`src/rtl/regfile_write_arbiter_if.sv`:
```
// Writeback request bus and register-bank write command bus seen by regfile_write_arbiter.
// The slave modport is the arbiter; the master modport is the requester/bank side.
interface regfile_write_arbiter_if #(
  parameter int NUM_REQ  = 4,
  parameter int NUM_REGS = 32,
  parameter int DATA_W   = 64
);
  localparam int AW = $clog2(NUM_REGS);

  logic [NUM_REQ-1:0]        req_valid;
  logic [NUM_REQ*AW-1:0]     req_addr;
  logic [NUM_REQ*DATA_W-1:0] req_data;
  logic [NUM_REQ-1:0]        req_ready;
  logic [1:0]                wr_en;
  logic [2*AW-1:0]           wr_addr;
  logic [2*DATA_W-1:0]       wr_data;
  logic [NUM_REGS-1:0]       reg_en;
  logic                      soft_reset;

  modport slave (
    input  req_valid, req_addr, req_data,
    output req_ready, wr_en, wr_addr, wr_data, reg_en, soft_reset
  );

  modport master (
    output req_valid, req_addr, req_data,
    input  req_ready, wr_en, wr_addr, wr_data, reg_en, soft_reset
  );
endinterface

```
`src/rtl/regfile_write_arbiter.sv`:
```
// Round-robin sharing of the two register-file write ports among NUM_REQ writeback requesters.
// Define REGFILE_ARB_PERF_EN to add the saturating perf_grants/perf_conflicts counters.
module regfile_write_arbiter #(
  parameter int NUM_REQ  = 4,
  parameter int NUM_REGS = 32,
  parameter int DATA_W   = 64
) (
  input  logic clk,
  input  logic reset,
  input  logic flush,
  regfile_write_arbiter_if.slave wb
`ifdef REGFILE_ARB_PERF_EN
  ,
  output logic [31:0] perf_grants,
  output logic [31:0] perf_conflicts
`endif
);
  localparam int AW = $clog2(NUM_REGS);
  localparam int IW = (NUM_REQ > 1) ? $clog2(NUM_REQ) : 1;

  function automatic logic [IW-1:0] wrap_idx(input logic [IW-1:0] base, input int k);
    int s;
    s = int'(base) + k;
    return IW'(s % NUM_REQ);
  endfunction

`ifdef REGFILE_ARB_PERF_EN
  function automatic logic [31:0] sat_add(input logic [31:0] a, input logic [31:0] b);
    logic [32:0] s;
    s = {1'b0, a} + {1'b0, b};
    return s[32] ? 32'hFFFF_FFFF : s[31:0];
  endfunction
`endif

  logic [IW-1:0]       rr_ptr;
  logic [IW-1:0]       rr_nxt;
  logic [IW-1:0]       scan_idx;
  logic [AW-1:0]       scan_addr;
  logic                g0_vld_p0, g1_vld_p0, conflict_p0;
  logic [IW-1:0]       g0_idx_p0, g1_idx_p0;
  logic [AW-1:0]       g0_addr_p0, g1_addr_p0;
  logic [DATA_W-1:0]   g0_data_p0, g1_data_p0;
  logic [NUM_REQ-1:0]  ready_p0;

  logic [1:0]          en_nxt;
  logic [AW-1:0]       addr_nxt [2];
  logic [DATA_W-1:0]   data_nxt [2];
  logic [NUM_REGS-1:0] reg_en_nxt;

  logic [1:0]          vld_p1;
  logic [AW-1:0]       wr_addr_p1 [2];
  logic [DATA_W-1:0]   wr_data_p1 [2];
  logic [NUM_REGS-1:0] reg_en_p1;
  logic                soft_reset_p1;

  // Stage p0: grant selection. The second grant skips requesters that collide with the
  // first grant's nonzero address; those stay pending for a later cycle.
  always_comb begin
    g0_vld_p0   = 1'b0;
    g1_vld_p0   = 1'b0;
    conflict_p0 = 1'b0;
    g0_idx_p0   = '0;
    g1_idx_p0   = '0;
    g0_addr_p0  = '0;
    g1_addr_p0  = '0;
    scan_idx    = '0;
    scan_addr   = '0;
    ready_p0    = '0;
    if (reset && !flush) begin
      for (int k = 0; k < NUM_REQ; k++) begin
        scan_idx  = wrap_idx(rr_ptr, k);
        scan_addr = wb.req_addr[int'(scan_idx)*AW +: AW];
        if (wb.req_valid[scan_idx]) begin
          if (!g0_vld_p0) begin
            g0_vld_p0  = 1'b1;
            g0_idx_p0  = scan_idx;
            g0_addr_p0 = scan_addr;
          end else if (!g1_vld_p0) begin
            if (scan_addr != '0 && scan_addr == g0_addr_p0) begin
              conflict_p0 = 1'b1;
            end else begin
              g1_vld_p0  = 1'b1;
              g1_idx_p0  = scan_idx;
              g1_addr_p0 = scan_addr;
            end
          end
        end
      end
      if (g0_vld_p0) ready_p0[g0_idx_p0] = 1'b1;
      if (g1_vld_p0) ready_p0[g1_idx_p0] = 1'b1;
    end
  end

  assign wb.req_ready = ready_p0;
  assign g0_data_p0   = wb.req_data[int'(g0_idx_p0)*DATA_W +: DATA_W];
  assign g1_data_p0   = wb.req_data[int'(g1_idx_p0)*DATA_W +: DATA_W];

  always_comb begin
    en_nxt      = '0;
    addr_nxt[0] = '0;
    addr_nxt[1] = '0;
    data_nxt[0] = '0;
    data_nxt[1] = '0;
    if (g0_vld_p0 && g0_addr_p0 != '0) begin
      en_nxt[0]   = 1'b1;
      addr_nxt[0] = g0_addr_p0;
      data_nxt[0] = g0_data_p0;
    end
    if (g1_vld_p0 && g1_addr_p0 != '0) begin
      en_nxt[1]   = 1'b1;
      addr_nxt[1] = g1_addr_p0;
      data_nxt[1] = g1_data_p0;
    end
    reg_en_nxt = '0;
    for (int r = 1; r < NUM_REGS; r++) begin
      reg_en_nxt[r] = (en_nxt[0] && addr_nxt[0] == AW'(r)) ||
                      (en_nxt[1] && addr_nxt[1] == AW'(r));
    end
  end

  always_comb begin
    rr_nxt = rr_ptr;
    if (g1_vld_p0)      rr_nxt = wrap_idx(g1_idx_p0, 1);
    else if (g0_vld_p0) rr_nxt = wrap_idx(g0_idx_p0, 1);
  end

  // Stage p1: registered write commands, held for exactly one cycle. A flush cycle has no
  // grants, so the command registers clear through the normal next-value path.
  always_ff @(posedge clk or negedge reset) begin
    if (!reset) begin
      rr_ptr        <= '0;
      vld_p1        <= '0;
      wr_addr_p1[0] <= '0;
      wr_addr_p1[1] <= '0;
      wr_data_p1[0] <= '0;
      wr_data_p1[1] <= '0;
      reg_en_p1     <= '0;
      soft_reset_p1 <= 1'b0;
    end else begin
      rr_ptr        <= flush ? '0 : rr_nxt;
      soft_reset_p1 <= flush;
      vld_p1        <= en_nxt;
      wr_addr_p1[0] <= addr_nxt[0];
      wr_addr_p1[1] <= addr_nxt[1];
      wr_data_p1[0] <= data_nxt[0];
      wr_data_p1[1] <= data_nxt[1];
      reg_en_p1     <= reg_en_nxt;
    end
  end

  assign wb.wr_en      = vld_p1;
  assign wb.wr_addr    = {wr_addr_p1[1], wr_addr_p1[0]};
  assign wb.wr_data    = {wr_data_p1[1], wr_data_p1[0]};
  assign wb.reg_en     = reg_en_p1;
  assign wb.soft_reset = soft_reset_p1;

`ifdef REGFILE_ARB_PERF_EN
  logic [31:0] grants_p1, conflicts_p1;

  // Counters survive flush; only reset clears them.
  always_ff @(posedge clk or negedge reset) begin
    if (!reset) begin
      grants_p1    <= '0;
      conflicts_p1 <= '0;
    end else begin
      grants_p1    <= sat_add(grants_p1, 32'(g0_vld_p0) + 32'(g1_vld_p0));
      conflicts_p1 <= sat_add(conflicts_p1, 32'(conflict_p0));
    end
  end

  assign perf_grants    = grants_p1;
  assign perf_conflicts = conflicts_p1;
`endif

endmodule

```
`src/flat_wrapper.sv`:
```
// flat-port wrapper written by rule: the top's interface ports become plain ports
module regfile_write_arbiter_flat 
#(
  parameter int NUM_REQ  = 4,
  parameter int NUM_REGS = 32,
  parameter int DATA_W   = 64
)
  (clk, reset, flush, wb_req_valid, wb_req_addr, wb_req_data, wb_req_ready, wb_wr_en, wb_wr_addr, wb_wr_data, wb_reg_en, wb_soft_reset);
  regfile_write_arbiter_if #(.NUM_REQ(NUM_REQ), .NUM_REGS(NUM_REGS), .DATA_W(DATA_W)) wb_i ();
  input  logic clk;
  input  logic reset;
  input  logic flush;
  input wire logic [$bits(wb_i.req_valid)-1:0] wb_req_valid;
  input wire logic [$bits(wb_i.req_addr)-1:0] wb_req_addr;
  input wire logic [$bits(wb_i.req_data)-1:0] wb_req_data;
  output wire logic [$bits(wb_i.req_ready)-1:0] wb_req_ready;
  output wire logic [$bits(wb_i.wr_en)-1:0] wb_wr_en;
  output wire logic [$bits(wb_i.wr_addr)-1:0] wb_wr_addr;
  output wire logic [$bits(wb_i.wr_data)-1:0] wb_wr_data;
  output wire logic [$bits(wb_i.reg_en)-1:0] wb_reg_en;
  output wire logic [$bits(wb_i.soft_reset)-1:0] wb_soft_reset;
  assign wb_i.req_valid = wb_req_valid;
  assign wb_i.req_addr = wb_req_addr;
  assign wb_i.req_data = wb_req_data;
  assign wb_req_ready = wb_i.req_ready;
  assign wb_wr_en = wb_i.wr_en;
  assign wb_wr_addr = wb_i.wr_addr;
  assign wb_wr_data = wb_i.wr_data;
  assign wb_reg_en = wb_i.reg_en;
  assign wb_soft_reset = wb_i.soft_reset;
  regfile_write_arbiter #(.NUM_REQ(NUM_REQ), .NUM_REGS(NUM_REGS), .DATA_W(DATA_W)) u_core (.clk(clk), .reset(reset), .flush(flush), .wb(wb_i));
endmodule
```
`config.mk`:
```
export PLATFORM = sky130hd
export DESIGN_NAME = regfile_write_arbiter_flat
export DESIGN_NICKNAME = d
export VERILOG_FILES = /design/src/rtl/regfile_write_arbiter_if.sv /design/src/rtl/regfile_write_arbiter.sv /design/src/flat_wrapper.sv
export SDC_FILE = /design/constraint.sdc
export NUM_CORES = 1
export LEC_CHECK = 0
export CORE_AREA = 2 2 180 182
export DETAILED_ROUTE_END_ITERATION = 10
export DIE_AREA = 0 0 182 184
export PLACE_DENSITY = 0.7
export SLEW_MARGIN = 20
export SYNTH_ARGS = -nofsm -noshare
export SYNTH_HDL_FRONTEND = slang
export SYNTH_SLANG_ARGS = --single-unit
export TNS_END_PERCENT = 30
```
`constraint.sdc`:
```
create_clock -name clk -period 6.31 [get_ports clk]
set_clock_uncertainty 0.05 [all_clocks]
set_input_delay 1.262 -clock clk [delete_from_list [all_inputs] [get_ports clk]]
set_output_delay 1.262 -clock clk [all_outputs]
set_load 0.01 [all_outputs]
```
# Yosys cells after proc, flatten, opt, wreduce, memory -nomap -nowiden
# Index checks and enable logic that the tools add are counted.
[word_totals] reg_bits=174 latch_bits=0 ramBits=0 romBits=0 inputBits=283 output_inout_bits=177 elab_cells=303 mem_count=0
[op_classes] n_addsub=5 mul=4 div=0 magnitude_cmp=8 n_eq_ne=65 shifts=6 muxes=98 n_bitwise=1 n_reduce_logical=108
[op_table] operator="256-bit by 9-bit variable part select with 64-bit output" n=2
[op_table] operator="5-bit equality test (second input constant)" n=32
[op_table] operator="5-bit two-way mux" n=26
[op_table] operator="64-bit two-way mux" n=2
[op_table] operator="20-bit by 32-bit variable part select with 5-bit output" n=4
[op_table] operator="5-bit by 4-bit equality test with 1-bit output (second input constant)" n=16
[op_table] operator="1-bit logical AND" n=70
[op_table] operator="2-bit two-way mux" n=26
[op_table] operator="5-bit by 3-bit equality test with 1-bit output (second input constant)" n=8
[op_table] operator="1-bit two-way mux" n=34
[op_table] operator="1-bit logical OR" n=31
[op_table] operator="5-bit nonzero test" n=5
[op_table] operator="5-bit by 2-bit equality test with 1-bit output (second input constant)" n=4
[op_table] operator="2-bit by 3-bit multiplier with 5-bit output (second input constant)" n=4
[op_table] operator="2-bit by 3-bit < comparator with 1-bit output (second input constant)" n=6
[op_table] operator="4-bit two-way mux" n=4
[op_table] operator="5-bit equality test" n=3
[op_table] operator="5-bit by 1-bit equality test with 1-bit output (second input constant)" n=2
[op_table] operator="1-bit binary-select mux with 2-bit select" n=4
[op_table] operator="2-bit by 1-bit adder with 2-bit output (second input constant)" n=3
[op_table] operator="2-bit adder (second input constant)" n=2
[op_table] operator="1-bit demux with 2-bit select" n=2
[op_table] operator="2-bit by 1-bit >= comparator with 1-bit output (second input constant)" n=2
[op_table] operator="4-bit OR" n=1
[op_table] operator="other kinds (2)" n=2

# Logic depth before layout (Yosys ltp)
# Gate-level depths: netlist (run 1).
[depth] word_depth=26 mapped_depth=17 depth_no_buf=12

# Worst setup path before layout (run 1)
# No wires, ideal clock.
[synth_path] kind="in2out" from="input wb_req_valid[1]" to="output wb_req_ready[1]" arrival_ns=4.055 required_ns=4.998 setup_slack_ns=0.943 cell_stages=12 path_buffers=3 cell_sequence="buf_2 -> mux4_2 -> a32o_1 -> a211o_1 -> a211o_1 -> o21ai_2 -> nand3_1 -> a22o_1 -> buf_2 -> buf_1 -> o32a_1 -> nor2_1"
[synth_between] elab_chain_len=26 elab_cells_between_ends=81 cone_classes="order compare (4); eq/ne (3); mux (68); bitwise (1); reduce/logical (5)"
[synth_lines] item="start: declaration" line_no="flat_wrapper.sv:13" text="input wire logic [$bits(wb_i.req_valid)-1:0] wb_req_valid;"
[synth_lines] item="1-bit binary-select mux with 2-bit select" line_no="regfile_write_arbiter.sv:73" text="if (wb.req_valid[scan_idx]) begin"
[synth_lines] item="1-bit two-way mux (not written as such)" line_no="regfile_write_arbiter.sv:73"
[synth_lines] item="5-bit two-way mux" line_no="regfile_write_arbiter.sv:73"
[synth_lines] item="5-bit two-way mux" line_no="regfile_write_arbiter.sv:69" text="if (reset && !flush) begin"
[synth_lines] item="5-bit equality test" line_no="regfile_write_arbiter.sv:79" text="if (scan_addr != '0 && scan_addr == g0_addr_p0) begin"
[synth_lines] item="1-bit logical AND" line_no="regfile_write_arbiter.sv:79"
[synth_lines] item="2-bit two-way mux / 1-bit two-way mux (equally long branches)" line_no="regfile_write_arbiter.sv:79"
[synth_lines] item="2-bit two-way mux / 1-bit two-way mux (equally long branches)" line_no="regfile_write_arbiter.sv:78" text="end else if (!g1_vld_p0) begin"
[synth_lines] item="[10 not listed]"
[synth_lines] item="2-bit two-way mux" line_no="regfile_write_arbiter.sv:69"
[synth_lines] item="2-bit by 3-bit < comparator with 1-bit output (not written as such) / 2-bit by 1-bit >= comparator with 1-bit output (equally long branches)" line_no="regfile_write_arbiter.sv:90" text="if (g1_vld_p0) ready_p0[g1_idx_p0] = 1'b1;"
[synth_lines] item="1-bit logical AND (not written as such)" line_no="regfile_write_arbiter.sv:90"
[synth_lines] item="1-bit two-way mux (not written as such)" line_no="regfile_write_arbiter.sv:90"
[synth_lines] item="1-bit demux with 2-bit select"
[synth_lines] item="4-bit OR (no source line)"
[synth_lines] item="4-bit two-way mux *" line_no="regfile_write_arbiter.sv:90"
[synth_lines] item="4-bit two-way mux *" line_no="regfile_write_arbiter.sv:69"
[synth_lines] item="end: declaration" line_no="flat_wrapper.sv:16" text="output wire logic [$bits(wb_i.req_ready)-1:0] wb_req_ready;"
# Every way passes the cells marked *; elsewhere a longest branch is shown, timed or not. The select of a mux whose other input is x is not followed.

# Worst setup path after layout (run 1)
[layout_path] from="input wb_req_addr[18]" to="output wb_req_ready[0]"
[layout_between] elab_chain_len=25 elab_cells_between_ends=57 cone_classes="order compare (2); eq/ne (3); shift (4); mux (40); bitwise (1); reduce/logical (7)"
[layout_lines] item="start: declaration" line_no="flat_wrapper.sv:14" text="input wire logic [$bits(wb_i.req_addr)-1:0] wb_req_addr;"
[layout_lines] item="20-bit by 32-bit variable part select with 5-bit output" line_no="regfile_write_arbiter.sv:72" text="scan_addr = wb.req_addr[int'(scan_idx)*AW +: AW];"
[layout_lines] item="5-bit two-way mux" line_no="regfile_write_arbiter.sv:73"
[layout_lines] item="5-bit two-way mux" line_no="regfile_write_arbiter.sv:69"
[layout_lines] item="5-bit equality test" line_no="regfile_write_arbiter.sv:79"
[layout_lines] item="1-bit logical AND" line_no="regfile_write_arbiter.sv:79"
[layout_lines] item="2-bit two-way mux / 1-bit two-way mux (equally long branches)" line_no="regfile_write_arbiter.sv:79"
[layout_lines] item="2-bit two-way mux / 1-bit two-way mux (equally long branches)" line_no="regfile_write_arbiter.sv:78"
[layout_lines] item="2-bit two-way mux / 1-bit two-way mux (equally long branches)" line_no="regfile_write_arbiter.sv:74" text="if (!g0_vld_p0) begin"
[layout_lines] item="[9 not listed]"
[layout_lines] item="2-bit two-way mux" line_no="regfile_write_arbiter.sv:69"
[layout_lines] item="2-bit by 3-bit < comparator with 1-bit output (not written as such) / 2-bit by 1-bit >= comparator with 1-bit output (equally long branches)" line_no="regfile_write_arbiter.sv:90"
[layout_lines] item="1-bit logical AND (not written as such)" line_no="regfile_write_arbiter.sv:90"
[layout_lines] item="1-bit two-way mux (not written as such)" line_no="regfile_write_arbiter.sv:90"
[layout_lines] item="1-bit demux with 2-bit select"
[layout_lines] item="4-bit OR (no source line)"
[layout_lines] item="4-bit two-way mux *" line_no="regfile_write_arbiter.sv:90"
[layout_lines] item="4-bit two-way mux *" line_no="regfile_write_arbiter.sv:69"
# Marks and branches as above.

==> impl_metrics.csv, run 1 <==
group,metric,value,unit
layout,final_layout_size_suffix_gt1_frac,0.122,
die,io_pins,460,
logic_synthesis,ys_ff_latch,174,
clock_network,worstSkewPairLatency,0.43,ns
setup_path,path_max_fanout,4,
clock_network,clk_path_buf_depth,2,
grt,grt_pass1_vias,12600,
grt,grt_overflow,0,
timing,post-route-min-period,6.27,ns
setup_path,startpoint_type,"input port",
timing,final-setup-viol-count,0,
logic_synthesis,yosysSeqAreaShare,0.372,
routing,wl_met2,25.1,mm
timing,hold_viol,0,
logic_synthesis,synth_edf_count,0,
clock_network,postCtsHoldBufs,0,
die,die_area,0.0335,mm²
placed_design,pre_cts_slack,-0.0124,ns
timing,fmax,160,MHz
power_and_ir_drop,power.total,6.37,mW
die,die_w,182,µm
routing,drt-met1-wl,21.0,mm
timing,slew_headroom,0.280,
logic_synthesis,ys_warn_count,0,
routing,via_per_inst,6.17,
logic_synthesis,synth_area_leaders,"dfrtp_1 (37%), a211oi_1 (13%), and3_1 (6.8%)",
routing,dr.pass1.iters,5,
layout,area_growth,48.7,%
power_and_ir_drop,p_per_area,365,mW/mm²
logic_synthesis,synthFlopType,"dfrtp_1",
logic_synthesis,synth.net_count,1524,
clock_network,cts_tree,"yes",
grt,antenna_found_initial,3,
timing,drv_slew,0,
logic_synthesis,synth_top_cell_by_area,"dfrtp_1",
logic_synthesis,async_reset_ff_frac,1.00,
min_path,worstHoldPathType,"input port to async pin",
grt,grtUsageTotal,0.304,
routing,drc_errors,0,
setup_path,critPathSlowestCell,"clkdlybuf4s50_1",
clock_network,clkSlewWorstSetupHoldPaths,0.08,ns
clock_network,cts-root-buf,"clkbuf_16",
routing,met3WireLength,4.19,mm
setup_path,crit_required,5.00,ns
routing,postRouteAntennaNets,0,
setup_path,crit_arrival,4.96,ns
timing,holdWs,0.731,ns
routing,vias,12700,
logic_synthesis,netlist_area,0.0117,mm²
timing,worstMarginPinSlew,1.05,ns
run,cap_violations,0,
routing,drt_iter0_markers,1141,
grt,grt_max_degree,74,
power_and_ir_drop,p_leak,7.12,nW
clock_network,htreeDepth,4,
power_and_ir_drop,ir_drop,0.367,mV
placed_design,gp_congestion,0.955,
grt,grt_first_pass_wirelength,78.2,mm
status,status,"complete, no violations",
setup_path,critPathMaxStageDelay,0.55,ns
timing,fin_ws,0.0415,ns
setup_path,r2r_slack,1.41,ns
setup_path,worstReg2RegEnd,"u_core.wb.wr_data[64]$_DFF_PN0_",
routing,wl,52.9,mm
die,die_height,184,µm
setup_path,reg2reg_depth,12,
setup_path,crit_chain,"clkdlybuf4s50_1 > mux2_1 > mux2_2 > a32o_1 > a211o_1 > a211o_1 > or2_2 > a31oi_2 > o21ai_0 > a311oi_1 > o21a_1 > clkdlybuf4s50_1",
logic_synthesis,synthCells,1240,
setup_path,r2r_start,"u_core.rr_ptr[0]$_DFFE_PN0P_",
setup_path,path_class,"input port to output pin",
timing,rsz0062_at_grt,"yes",
routing,routedWlPerCell,25.6,µm
die,fp-row-count,65,
layout,fin_nets,1932,
routing,routed.top_layer,"met5",
placed_design,portBuffers,458,
logic_synthesis,syn_area_per_cell,9.45,µm²
die,core-area,0.0314,mm²
placed_design,dpl.hpwl,35.8,mm
clock_network,cts_buffers,17,
layout,final_core_util,0.555,
logic_synthesis,synth_cell_types,71,
layout,fillCellCount,2758,
clock_network,cts_sinks,174,
logic_synthesis,yosysTopAreaCellShare,0.372,
timing,fin_setup_tns,0,ns
setup_path,end_kind,"output pin",
die,start_util,0.373,
timing,timing.final.crit_share,0.993,
## where the power goes
part	switching [mW]	total (mW)	internal, mW	leakage [nW]
Sequential	0.109	1.49	1.38	2.33
Combinational	2.27	3.78	1.51	4.50
Clock	0.531	1.10	0.566	0.285
Total	2.91	6.37	3.46	7.12
## cells by family after synthesis
family | synth area share
buffers and inverters | 0.0544
DFF | 0.372
other | 0.000320
muxes | 0.106
xor gates and xnor gates | 0.00897
adders and majority gates | 0.00107
and+or+nand+nor | 0.180
AOI/OAI and AO/OA | 0.278
## worst max-delay path, delay by kind of cell
kind	cells	cell delay, ns
buffers and inverters	2	0.97
AND/OR/NAND/NOR	1	0.35
AO/OA/AOI/OAI	7	1.70
multiplexers	2	0.67
## per-stage QoR
stage	cell area (µm²)	instances
2_1_floorplan	11700	1240
3_3_place_gp	16800	2030
3_5_place_dp	16800	2030
4_1_cts	17400	2062
5_1_grt	17400	2063
6_report	17400	2064
## cell usage after synthesis, types with 12 or more instances
master / n
nor2_1: 36
o22ai_1: 35
a211oi_1: 200
buf_2: 23
buf_1: 15
nand2b_1: 12
dfrtp_1: 174
mux4_2: 13
nand2_1: 168
a311oi_2: 50
and3_1: 128
a21oi_1: 17
clkbuf_1: 81
o21ai_0: 14
nand3_1: 12
mux2i_1: 79
a311oi_1: 16
## layer usage
| metal | vias to the layer above | global-route usage |
|---|---|---|
| met5 | - | 0 |
| met3 | 141 | 0.0549 |
| met4 | 4 | 0.145 |
| met2 | 733 | 0.501 |
| li1 | 5595 | - |
| met1 | 6259 | 0.389 |
## state kept, by name, indices dropped and copies added, names as in the netlist
name,count
u_core.rr_ptr,2
u_core.wb.wr_addr,10
u_core.wb.soft_reset,1
u_core.wb.reg_en,31
u_core.wb.wr_en,2
u_core.wb.wr_data,128
## cell usage in the layout, fill, tap and decap left out, types with 5 or more instances in the layout
master / Yosys / final
xor2_1: 7 / 7
mux4_2: 13 / 13
clkdlybuf4s50_1: 0 / 453
nand3_1: 12 / 12
mux2_2: 9 / 9
xnor2_1: 5 / 5
and2_1: 9 / 8
inv_1: 8 / 8
inv_8: 0 / 5
nand3b_1: 7 / 7
buf_4: 5 / 60
a21o_1: 5 / 5
clkbuf_16: 0 / 17
nor3_1: 9 / 9
o22ai_1: 35 / 35
o21a_1: 6 / 6
a211oi_1: 200 / 199
nor2_1: 36 / 36
nand2b_1: 12 / 12
inv_6: 0 / 5
nand4_1: 6 / 6
a21oi_1: 17 / 16
o21ai_0: 14 / 14
mux2i_1: 79 / 79
nand2_1: 168 / 165
and3_1: 128 / 128
a311oi_2: 50 / 51
dfrtp_1: 174 / 173
a311oi_1: 16 / 15
## worst max path at each step
stage / start / endpoint / slack, ns
final: wb_req_addr[18] / wb_req_ready[0] / 0.04
after global routing: wb_req_addr[3] / wb_req_ready[0] / -0.06
after CTS: wb_req_valid[2] / wb_req_ready[2] / 0.02
after detailed placement: wb_req_valid[2] / wb_req_ready[2] / -0.01
after global placement: wb_req_valid[2] / wb_req_ready[2] / -0.0004
after floorplan: wb_req_valid[1] / wb_req_ready[1] / 0.94
## cell type report
| class | count | area [µm²] | area share |
|---|---|---|---|
| Antenna cell | 1 | 2.50 | 0.000144 |
| Clock buffer | 17 | 425 | 0.0244 |
| Clock inverter | 15 | 163 | 0.00933 |
| Inverter | 9 | 33.8 | 0.00194 |
| Multi-Input combinational cell | 925 | 6830 | 0.392 |
| Sequential cell | 174 | 4360 | 0.250 |
| Tap cell | 402 | 503 | 0.0289 |
| Timing Repair Buffer | 521 | 5110 | 0.293 |
## timing repair
item / CTS / global route
pin swaps: 1 / 2
gates resized for setup: 0 / 9
endpoints found under the setup margin: 1 / 4
gates cloned: 0 / 0
setup buffers: 0 / 1
hold endpoints to repair: 0 / 0
(Power assumes the default switching activity.)
==> run 2: changes to the inputs <==
Settings changed: CORE_AREA 2 2 180 182 to 2 2 178 180, DIE_AREA 0 0 182 184 to 0 0 180 182, PLACE_DENSITY 0.7 to 0.74.
Clock period 6.31 ns to 5 ns, I/O delays scaled along.
==> run 2 against run 1 <==
  * The run now ends with setup timing left
  * First-iteration DRC count rose by 12%
  * Non-clock buffer count rose by 125
  * Sequential power rose by 27%
  * Utilization rose by 4.5 points
  * Routed wire length rose by 1.7%
  * Power rose by 36%
  * Critical path depth rose by 16
  * Critical endpoint is now u_core.rr_ptr[1]$_DFFE_PN0P_
  * Highest routed layer unchanged
==> impl_metrics.csv, run 2 (same netlist as run 1, synthesis figures left out) <==
group,metric,value,unit
status,status,"finished, violations left",
status,violations,"setup timing",
timing,timing.final.crit_share,1.01,
setup_path,crit_arrival,5.32,ns
power_and_ir_drop,seqPwrFrac,0.219,
setup_path,startpoint,"wb_req_addr[17]",
clock_network,cts_sinks,174,
placed_design,dpl.hpwl,37.8,mm
power_and_ir_drop,p_leak,7.82,nW
grt,grt_first_pass_wirelength,80.3,mm
setup_path,r2r_slack,0.01,ns
power_and_ir_drop,p_per_area,465,mW/mm²
layout,area_growth,58.7,%
layout,fin_nets,2057,
grt,grt_pass1_vias,13100,
grt,grtUsageMet1,0.414,
routing,via_per_inst,6.13,
clock_network,worstSkewPairLatency,0.45,ns
grt,antenna_found_initial,2,
layout,largest_reg_flops,128,
timing,final-setup-viol-count,3,
power_and_ir_drop,p_comb_frac,0.627,
clock_network,clk_path_buf_depth,2,
placed_design,portBuffers,458,
power_and_ir_drop,p_int,4.79,mW
placed_design,gp_congestion,0.962,
layout,layout_common_cells,"clkdlybuf4s50_1 (432), a211oi_1 (196), buf_4 (173), dfrtp_1 (172), nand2_1 (164)",
grt,grtUsageTotal,0.317,
timing,fin_ws,-0.0457,ns
die,die_height,182,µm
power_and_ir_drop,p_switching,3.84,mW
die,start_util,0.378,
grt,grt.busiest_layer,"met2",
routing,routedWlPerCell,24.6,µm
routing,vias,13400,
grt,use_met2,0.517,
setup_path,worstReg2RegEnd,"u_core.rr_ptr[1]$_DFFE_PN0P_",
setup_path,path_class,"input port to flop",
clock_network,cts_tree,"yes",
layout,final_layout_size_suffix_gt1_frac,0.202,
run,cap_violations,0,
setup_path,crit_required,5.27,ns
power_and_ir_drop,p_clk_frac,0.154,
routing,wl,53.8,mm
power_and_ir_drop,switching_share,0.445,
layout,final_area,0.0186,mm²
die,fp-row-count,65,
setup_path,reg2reg_depth,29,
grt,grt_max_degree,97,
timing,rsz0062_at_grt,"yes",
routing,drc_errors,0,
timing,hold_viol,0,
die,die_w,180,µm
setup_path,r2r_start,"u_core.rr_ptr[0]$_DFFE_PN0P_",
setup_path,cpMostUsedCell,"buf_4",
clock_network,cts_buffers,17,
timing,post-route-min-period,5.05,ns
setup_path,startpoint_type,"input port",
setup_path,path_buf_inv,19,
setup_path,critical_path.top_delay_family,"buffers and inverters",
die,io_pins,460,
grt,grt_use_met3,0.0523,
routing,postRouteAntennaNets,0,
clock_network,clkSlewWorstSetupHoldPaths,0.08,ns
setup_path,critPathMaxStageDelay,0.54,ns
clock_network,htreeDepth,4,
timing,fmax,198,MHz
routing,drt_iter0_markers,1282,
setup_path,path_max_fanout,5,
setup_path,end_kind,"flop",
placed_design,pre_cts_slack,-0.826,ns
grt,grt_overflow,0,
clock_network,cts-root-buf,"clkbuf_16",
placed_design,placed_cell_area,0.0176,mm²
timing,drv_slew,0,
die,core-area,0.0310,mm²
min_path,worstHoldPathType,"input port to async pin",
die,die_area,0.0328,mm²
timing,worstMarginPinSlew,1.19,ns
layout,final_common_cell,"clkdlybuf4s50_1",
timing,slew_headroom,0.209,
routing,dr.pass1.iters,6,
power_and_ir_drop,ir_drop,0.402,mV
setup_path,critPathSlowestCell,"mux4_2",
## run 2: layer usage
metal	share of wire	vias to the layer above
met5	0.00024	-
met1	0.40	6590
met4	0.046	2
li1	-	5852
met3	0.083	146
met2	0.47	836
## run 2: how the worst max path moves through the flow
| stage | endpoint | depth (start not counted) | slack [ns] |
|---|---|---|---|
| after global placement | wb_req_ready[2] | 15 | -0.78 |
| after CTS | u_core.rr_ptr[1]$_DFFE_PN0P_ | 29 | 0.006 |
| after detailed placement | wb_req_ready[2] | 15 | -0.83 |
| after floorplan | wb_req_ready[1] | 12 | 0.16 |
| final | u_core.rr_ptr[1]$_DFFE_PN0P_ | 28 | -0.05 |
| after global routing | u_core.rr_ptr[1]$_DFFE_PN0P_ | 30 | -0.14 |
## run 2: area by class of cell
class | count | area [µm²]
Fill cell | 2650 | 12400
Multi-Input combinational cell | 925 | 7000
Timing Repair Buffer | 646 | 6120
Sequential cell | 174 | 4360
Tap cell | 402 | 503
Clock buffer | 17 | 425
Clock inverter | 15 | 141
Inverter | 9 | 33.8
Antenna cell | 1 | 2.50
## run 2: stage by stage
stage	hold WS (ns)	power (mW)	utilization	cells	TNS, ns
3_5_place_dp	1.07	6.96	0.569	2129	-24.11
2_1_floorplan	0.654	4.45	-	1240	0
3_3_place_gp	1.07	6.91	0.569	2129	-18.13
6_report	0.710	8.64	0.600	2189	-0.0670
4_1_cts	0.734	8.52	0.597	2185	0
5_1_grt	0.771	9.05	0.600	2189	-0.496
## run 2: what timing repair did
| action | in CTS | in global routing |
|---|---|---|
| hold endpoints to repair | 0 | 0 |
| pin swaps | 13 | 12 |
| endpoints found under the setup margin | 20 | 22 |
| gates resized for setup | 66 | 31 |
| setup buffers | 24 | 3 |
| hold buffers | 0 | 0 |
## run 2: worst reg2reg max path: cells and delay by family (launching register included)
kind	cells	cell delay [ns]
mux	2	0.75
simple gates	2	0.30
flops	1	0.56
compound gates	5	0.57
buf+inv	19	2.48
xor+xnor	1	0.17
## run 2: power by group through the flow
stage	Clock (mW)	Sequential [mW]	Combinational, mW
floorplan	0	2.05	2.40
global placement	0	1.90	5.01
detailed placement	0	1.91	5.05
CTS	1.35	1.89	5.29
global route	1.41	1.92	5.72
finish	1.33	1.89	5.41
